<file path="config.mk">
export PLATFORM = sky130hd
export DESIGN_NAME = mwpipe_v_flat
export DESIGN_NICKNAME = d
export VERILOG_FILES = /design/src/rtl/mwpipe_v_pkg.sv /design/src/rtl/mwpipe_v_if.sv /design/src/rtl/mwpipe_skid.sv /design/src/rtl/mwpipe_v.sv /design/src/flat_wrapper.sv
export SDC_FILE = /design/constraint.sdc
export NUM_CORES = 1
export LEC_CHECK = 0
export ABC_AREA = 1
export CAP_MARGIN = 15
export CELL_PAD_IN_SITES_DETAIL_PLACEMENT = 2
export CELL_PAD_IN_SITES_GLOBAL_PLACEMENT = 2
export CORE_MARGIN = 8
export CORE_UTILIZATION = 27
export CTS_CLUSTER_DIAMETER = 150
export CTS_CLUSTER_SIZE = 24
export DETAILED_ROUTE_END_ITERATION = 7
export PLACE_DENSITY_LB_ADDON = 0.1
export SETUP_SLACK_MARGIN = 0.05
export SLEW_MARGIN = 25
export SYNTH_ARGS = -nofsm -noshare
export SYNTH_HDL_FRONTEND = slang
export SYNTH_SLANG_ARGS = --single-unit
export TNS_END_PERCENT = 10
</file>
<file path="constraint.sdc">
create_clock -name clk -period 3.1 [get_ports clk]
set_clock_uncertainty 0.1 [all_clocks]
set_input_delay 0.31 -clock clk [delete_from_list [all_inputs] [get_ports clk]]
set_output_delay 0.31 -clock clk [all_outputs]
set_load 0.05 [all_outputs]
</file>
<file path="src/rtl/mwpipe_v_pkg.sv">
// Shared types and default geometry for the M->W writeback pipeline register.
package vp_pkg;
  localparam int VP_LANES  = 4;
  localparam int VP_LANE_W = 32;
  localparam int VP_REG_AW = 4;

  typedef logic [VP_LANE_W-1:0] lane_t;
  typedef logic [VP_REG_AW-1:0] regidx_t;

  typedef struct packed {
    logic                           regw;
    logic                           regmem;
    regidx_t                        regScr;
    logic [VP_LANES-1:0]            lanemask;
    logic [VP_LANES*VP_LANE_W-1:0]  data;
  } mw_entry_t;
endpackage

</file>
<file path="src/rtl/mwpipe_v_if.sv">
// M-side and W-side handshake bundle; slave is the pipeline view, master drives it.
interface mwpipe_v_if #(
  parameter int LANES  = 4,
  parameter int LANE_W = 32,
  parameter int REG_AW = 4
);
  logic                     flush_W;
  logic                     valid_M;
  logic                     ready_M;
  logic                     regw_M;
  logic                     regmem_M;
  logic [REG_AW-1:0]        regScr_M;
  logic [LANES-1:0]         lanemask_M;
  logic [LANES*LANE_W-1:0]  ALUrslt_M;
  logic [LANES*LANE_W-1:0]  readdata_M;
  logic                     valid_W;
  logic                     ready_W;
  logic                     regw_W;
  logic [REG_AW-1:0]        regScr_W;
  logic [LANES-1:0]         lanemask_W;
  logic [LANES*LANE_W-1:0]  wbdata_W;

  modport slave (
    input  flush_W, valid_M, regw_M, regmem_M, regScr_M, lanemask_M,
           ALUrslt_M, readdata_M, ready_W,
    output ready_M, valid_W, regw_W, regScr_W, lanemask_W, wbdata_W
  );

  modport master (
    output flush_W, valid_M, regw_M, regmem_M, regScr_M, lanemask_M,
           ALUrslt_M, readdata_M, ready_W,
    input  ready_M, valid_W, regw_W, regScr_W, lanemask_W, wbdata_W
  );
endinterface

</file>
<file path="src/rtl/mwpipe_skid.sv">
// Generic 2-entry valid/ready skid buffer: main register feeds the output,
// skid register absorbs one extra entry so ready_o can be fully registered.
module mwpipe_skid #(
  parameter int W = 8
) (
  input  logic         clk,
  input  logic         rst,
  input  logic         flush,
  input  logic         valid_i,
  output logic         ready_o,
  input  logic [W-1:0] data_i,
  output logic         valid_o,
  input  logic         ready_i,
  output logic [W-1:0] data_o
);
  logic         main_v_q, main_v_d;
  logic         skid_v_q, skid_v_d;
  logic         ready_q, ready_d;
  logic [W-1:0] main_q, main_d;
  logic [W-1:0] skid_q, skid_d;
  logic         acc_s, cons_s;

  // Next-state: flush wins, then fill main, refill from skid, or park in skid.
  always_comb begin
    acc_s    = valid_i && ready_q;
    cons_s   = main_v_q && ready_i;
    main_v_d = main_v_q;
    skid_v_d = skid_v_q;
    main_d   = main_q;
    skid_d   = skid_q;
    if (flush) begin
      main_v_d = 1'b0;
      skid_v_d = 1'b0;
    end else if (!main_v_q) begin
      main_v_d = acc_s;
      if (acc_s) begin
        main_d = data_i;
      end else begin
        main_d = main_q;
      end
    end else if (cons_s) begin
      if (skid_v_q) begin
        main_d   = skid_q;
        skid_v_d = acc_s;
        if (acc_s) begin
          skid_d = data_i;
        end else begin
          skid_d = skid_q;
        end
      end else begin
        main_v_d = acc_s;
        if (acc_s) begin
          main_d = data_i;
        end else begin
          main_d = main_q;
        end
      end
    end else if (acc_s) begin
      skid_v_d = 1'b1;
      skid_d   = data_i;
    end else begin
      skid_v_d = skid_v_q;
    end
    ready_d = !skid_v_d;
  end

  // State registers with synchronous active-low reset.
  always_ff @(posedge clk) begin
    if (!rst) begin
      main_v_q <= 1'b0;
      skid_v_q <= 1'b0;
      ready_q  <= 1'b0;
      main_q   <= '0;
      skid_q   <= '0;
    end else begin
      main_v_q <= main_v_d;
      skid_v_q <= skid_v_d;
      ready_q  <= ready_d;
      main_q   <= main_d;
      skid_q   <= skid_d;
    end
  end

  assign ready_o = ready_q;
  assign valid_o = main_v_q;
  assign data_o  = main_q;
endmodule

</file>
<file path="src/rtl/mwpipe_v.sv">
// M->W pipeline register with per-lane writeback select and zero-mask regw suppression.
// Optional hazard-unit forwarding outputs are enabled by macro MWPIPE_FWD_EN.
module mwpipe_v
  import vp_pkg::*;
#(
  parameter int LANES  = VP_LANES,
  parameter int LANE_W = VP_LANE_W,
  parameter int REG_AW = VP_REG_AW
) (
  input  logic                    clk,
  input  logic                    rst,
  mwpipe_v_if.slave               bus
`ifdef MWPIPE_FWD_EN
  ,
  output logic                    fwd_valid,
  output logic [REG_AW-1:0]       fwd_reg,
  output logic [LANES*LANE_W-1:0] fwd_data
`endif
);
  localparam int DW = LANES * LANE_W;
  localparam int PW = 1 + REG_AW + LANES + DW;

  logic [DW-1:0] wdata_m_s;
  logic          regw_m_s;
  logic [PW-1:0] pay_m_s;
  logic [PW-1:0] pay_w_s;
  logic          valid_w_s;

  // The memory/ALU choice is made here so the stored entry carries final data.
  always_comb begin
    for (int i = 0; i < LANES; i++) begin
      wdata_m_s[i*LANE_W +: LANE_W] = bus.regmem_M ? bus.readdata_M[i*LANE_W +: LANE_W]
                                                   : bus.ALUrslt_M[i*LANE_W +: LANE_W];
    end
    regw_m_s = bus.regw_M & (|bus.lanemask_M);
  end

  assign pay_m_s = {regw_m_s, bus.regScr_M, bus.lanemask_M, wdata_m_s};

  mwpipe_skid #(.W(PW)) u_skid (
    .clk     (clk),
    .rst     (rst),
    .flush   (bus.flush_W),
    .valid_i (bus.valid_M),
    .ready_o (bus.ready_M),
    .data_i  (pay_m_s),
    .valid_o (valid_w_s),
    .ready_i (bus.ready_W),
    .data_o  (pay_w_s)
  );

  assign bus.valid_W    = valid_w_s;
  assign bus.regw_W     = valid_w_s & pay_w_s[PW-1];
  assign bus.regScr_W   = pay_w_s[PW-2 -: REG_AW];
  assign bus.lanemask_W = pay_w_s[DW +: LANES] & {LANES{valid_w_s}};
  assign bus.wbdata_W   = pay_w_s[DW-1:0];

`ifdef MWPIPE_FWD_EN
  assign fwd_valid = valid_w_s & pay_w_s[PW-1];
  assign fwd_reg   = pay_w_s[PW-2 -: REG_AW];
  assign fwd_data  = pay_w_s[DW-1:0];
`endif
endmodule

</file>
<file path="src/flat_wrapper.sv">
// flat-port wrapper written by rule: the top's interface ports become plain ports
module mwpipe_v_flat import vp_pkg::*;
#(
  parameter int LANES  = VP_LANES,
  parameter int LANE_W = VP_LANE_W,
  parameter int REG_AW = VP_REG_AW
)
  (clk, rst, bus_flush_W, bus_valid_M, bus_regw_M, bus_regmem_M, bus_regScr_M, bus_lanemask_M, bus_ALUrslt_M, bus_readdata_M, bus_ready_W, bus_ready_M, bus_valid_W, bus_regw_W, bus_regScr_W, bus_lanemask_W, bus_wbdata_W);
  mwpipe_v_if #(.LANES(LANES), .LANE_W(LANE_W), .REG_AW(REG_AW)) bus_i ();
  input  logic clk;
  input  logic rst;
  input wire logic [$bits(bus_i.flush_W)-1:0] bus_flush_W;
  input wire logic [$bits(bus_i.valid_M)-1:0] bus_valid_M;
  input wire logic [$bits(bus_i.regw_M)-1:0] bus_regw_M;
  input wire logic [$bits(bus_i.regmem_M)-1:0] bus_regmem_M;
  input wire logic [$bits(bus_i.regScr_M)-1:0] bus_regScr_M;
  input wire logic [$bits(bus_i.lanemask_M)-1:0] bus_lanemask_M;
  input wire logic [$bits(bus_i.ALUrslt_M)-1:0] bus_ALUrslt_M;
  input wire logic [$bits(bus_i.readdata_M)-1:0] bus_readdata_M;
  input wire logic [$bits(bus_i.ready_W)-1:0] bus_ready_W;
  output wire logic [$bits(bus_i.ready_M)-1:0] bus_ready_M;
  output wire logic [$bits(bus_i.valid_W)-1:0] bus_valid_W;
  output wire logic [$bits(bus_i.regw_W)-1:0] bus_regw_W;
  output wire logic [$bits(bus_i.regScr_W)-1:0] bus_regScr_W;
  output wire logic [$bits(bus_i.lanemask_W)-1:0] bus_lanemask_W;
  output wire logic [$bits(bus_i.wbdata_W)-1:0] bus_wbdata_W;
  assign bus_i.flush_W = bus_flush_W;
  assign bus_i.valid_M = bus_valid_M;
  assign bus_i.regw_M = bus_regw_M;
  assign bus_i.regmem_M = bus_regmem_M;
  assign bus_i.regScr_M = bus_regScr_M;
  assign bus_i.lanemask_M = bus_lanemask_M;
  assign bus_i.ALUrslt_M = bus_ALUrslt_M;
  assign bus_i.readdata_M = bus_readdata_M;
  assign bus_i.ready_W = bus_ready_W;
  assign bus_ready_M = bus_i.ready_M;
  assign bus_valid_W = bus_i.valid_W;
  assign bus_regw_W = bus_i.regw_W;
  assign bus_regScr_W = bus_i.regScr_W;
  assign bus_lanemask_W = bus_i.lanemask_W;
  assign bus_wbdata_W = bus_i.wbdata_W;
  mwpipe_v #(.LANES(LANES), .LANE_W(LANE_W), .REG_AW(REG_AW)) u_core (.clk(clk), .rst(rst), .bus(bus_i));
endmodule
</file>
==> results.toml <==
[clocking]
cts_sinks = 277
cts-buffers-inserted = 15
post_cts.repair.setup_buffers = 0
cts_tree = "yes"
root_buffer = "sky130_fd_sc_hd__clkbuf_16"
cts.clk_slew.worst_paths_ns = 0.10
max-clock-path-buffers = 3
h-tree-depth = 1
cts_resized = 0
worstSkewPairLatency_ns = 0.51
number_of_hold_buffers_added_after_cts = 0

[synth]
synth_fp_nets = 2740
synth.cell_area_um2 = 15200
postSynthAreaPerCell_um2 = 6.17
yosysUniqueCellTypes = 21
synth-seq-cells = 277
post_synthesis_sequential_area_ratio_pct = 36.4
netlist_instances = 2469
number_of_synthesis_warnings = 0

[pwr]
p_switching_mw = 2.32
pwr-share-clk_pct = 28.7
power_report.internal_total_mw = 5.20
sw_frac_of_total_pct = 30.9
relative_contribution_of_combinational_cells_to_total_power_pct = 21.9
seq_power_share_pct = 49.4
powerDensity_nw_per_um2 = 389
power.static_leakage_nw = 8.79
irDropWorstVdd_mv = 0.262

[worst_setup_path]
worst-endpoint-arrival_ns = 2.13
reg2reg_slack_ns = 1.03
crit_path_start_kind = "flop"
timing.rr.start = "u_core.u_skid.valid_o$_SDFF_PP0_"
crit_path_max_fanout = 11
critPathLaunch = "u_core.u_skid.valid_o$_SDFF_PP0_"
timing_worst_setup_path_type = "flop to output port"
endpoint_kind = "output port"
critPathRequiredTime_ns = 2.69
crit-reg2reg-capture = "u_core.u_skid.data_o[103]$_SDFFE_PN0P_"
reg2regPathDepth = 7

[finish]
mostFrequentLayoutCell = "sky130_fd_sc_hd__nand2_1"
final_cell_mix = "sky130_fd_sc_hd__nand2_1 (791), sky130_fd_sc_hd__nor2_1 (413), sky130_fd_sc_hd__clkdlybuf4s50_1 (407), sky130_fd_sc_hd__dfxtp_1 (277), sky130_fd_sc_hd__inv_1 (270)"
area_growth_pct = 26.9
fin_nets = 2910
finish.cell_count_without_fillers = 3395
sequential_cell_area_um2 = 5550
drive_above_1_share_pct = 2.31
final.fill_count = 6795
multi_input_gate_area_um2 = 6890

[min_path]
worst_hold_path_type = "primary input to flop"
worstHoldPathCells = 3
holdCritStartpoint = "rst"
hold_path_end = "u_core.u_skid.skid_q[100]$_SDFFE_PN0P_"

[global_routing]
antenna_violations_before_repair = 0
vias_in_the_first_global_route = 16405
grt_max_degree = 124
total_gr_overflow = 0
grt_first_pass_wirelength_um = 90500
groute.usage.overall_pct = 17.4

[drt]
drt_first_iter_violations = 427
wl_um = 58000
drc = 0
count_of_vias_placed_by_the_detailed_router = 15149
routedWlPerCell_um = 17.1
ant_nets = 0
vias_per_cell = 4.46
detailed_routing_iterations_pass_1 = 4

[timing]
timing.final.max_slew_violations = 0
maxClockFrequency_mhz = 394
post-route-min-period_ns = 2.54
final_clock_period_utilization_by_the_worst_path_pct = 82.0
setup_violations = 0
grt_setup_unrepaired = "false"
timing.max_slew.rel_slack_pct = 55.1
hold_violations = 0
setup-tns-final_ns = 0
max_slew.worst_pin.slew_ns = 0.673

[die]
top_level_ports = 410
die_height_um = 254
fp.dieArea_um2 = 64300
core-area_um2 = 56100
fp.dieW_um = 254
rows = 87
effective_utilization_at_floorplan_pct = 27.2

[placed_design]
finalWeightedCongestion = 0.751
port-buffer-count = 409
post-place-cells = 3378
place.detailed.hpwl_um = 41300

[flow_run]
number_of_max_cap_violations = 0

[run_status]
run_status = "completed"
-- state kept, by name, indices dropped and copies added (netlist names) --
name	count
u_core.u_skid.ready_o	1
u_core.u_skid.valid_o	1
u_core.u_skid.skid_q	137
u_core.u_skid.skid_v_q	1
u_core.u_skid.data_o	137
-- cells in the mapped netlist --
| cell type | n | area share [%] |
|---|---|---|
| sky130_fd_sc_hd__clkbuf_1 | 49 | 1.2 |
| sky130_fd_sc_hd__or2_0 | 10 | 0.41 |
| sky130_fd_sc_hd__dfxtp_1 | 277 | 36 |
| sky130_fd_sc_hd__buf_1 | 4 | 0.098 |
| sky130_fd_sc_hd__buf_4 | 159 | 7.8 |
| sky130_fd_sc_hd__nor2_8 | 1 | 0.13 |
| sky130_fd_sc_hd__buf_6 | 8 | 0.59 |
| sky130_fd_sc_hd__a21oi_2 | 1 | 0.057 |
| sky130_fd_sc_hd__nor2_1 | 414 | 10 |
| sky130_fd_sc_hd__inv_1 | 270 | 6.6 |
| sky130_fd_sc_hd__inv_2 | 6 | 0.15 |
| sky130_fd_sc_hd__or2_1 | 120 | 4.9 |
| sky130_fd_sc_hd__nand2_1 | 791 | 19 |
| sky130_fd_sc_hd__a21oi_1 | 139 | 4.6 |
| sky130_fd_sc_hd__nand2_2 | 3 | 0.12 |
| sky130_fd_sc_hd__nand3_1 | 2 | 0.066 |
| sky130_fd_sc_hd__o21ai_1 | 40 | 1.3 |
| sky130_fd_sc_hd__a21boi_0 | 1 | 0.049 |
| sky130_fd_sc_hd__buf_2 | 60 | 2.0 |
| sky130_fd_sc_hd__o21ai_0 | 107 | 3.5 |
| sky130_fd_sc_hd__or2_2 | 7 | 0.29 |
-- how the worst max path moves through the flow --
stage | end | cells after the start | slack [ns]
3_5_place_dp | u_core.u_skid.skid_q[55]$_SDFFE_PN0P_ | 9 | 0.69
4_1_cts | bus_lanemask_W[3] | 3 | 0.52
5_1_grt | bus_lanemask_W[0] | 3 | 0.42
2_1_floorplan | u_core.u_skid.skid_q[105]$_SDFFE_PN0P_ | 10 | 1.30
6_report | bus_lanemask_W[3] | 3 | 0.56
3_3_place_gp | u_core.u_skid.skid_q[105]$_SDFFE_PN0P_ | 9 | 0.76
-- power by group through the flow --
stage | registers [mW] | logic [mW] | clock network, mW
finish | 3.72 | 1.64 | 2.16
global route | 3.73 | 1.79 | 2.38
CTS | 3.72 | 1.69 | 2.28
detailed placement | 3.80 | 1.68 | 0
global placement | 3.80 | 1.65 | 0
floorplan | 3.78 | 1.01 | 0
-- critical path, stage by stage, from the launching register on --
cell	delay, ns
sky130_fd_sc_hd__dfxtp_1	0.61
sky130_fd_sc_hd__nand2_1	0.11
sky130_fd_sc_hd__inv_1	0.10
sky130_fd_sc_hd__clkdlybuf4s50_1	0.81
-- cells by family after synthesis --
family	share of synthesized area, %
compound gates	9.50
simple gates	35.6
flops	36.4
buf+inv	18.5
-- area by class of cell --
| cell class | count | share of cell area (%) |
|---|---|---|
| timing repair buffer | 433 | 23.3 |
| sequential | 277 | 28.7 |
| inverter | 276 | 5.41 |
| multi-input combinational | 1636 | 35.6 |
| tap | 756 | 4.89 |
| clock inverter | 1 | 0.0841 |
| antenna | 1 | 0.0129 |
| clock buffer | 15 | 1.94 |
-- metrics by stage --
step | util (%) | setup WS [ns] | instance area [um^2] | total power [mW] | hold slack, ns
6_report | 34.5 | 0.560 | 19300 | 7.52 | 0.206
3_5_place_dp | 33.8 | 0.694 | 18900 | 5.48 | 0.366
5_1_grt | 34.5 | 0.425 | 19300 | 7.91 | 0.227
3_3_place_gp | 33.8 | 0.759 | 18900 | 5.45 | 0.353
2_1_floorplan | - | 1.30 | 15200 | 4.79 | 0.347
4_1_cts | 34.5 | 0.520 | 19300 | 7.69 | 0.205
-- per-layer routing --
metal,global-route usage [%],routed length [um]
met4,3.67,1240
met3,3.16,2570
met5,0,0
met1,20.7,24900
met2,32.1,29200
Note: power is estimated with default switching activity, not from simulation.
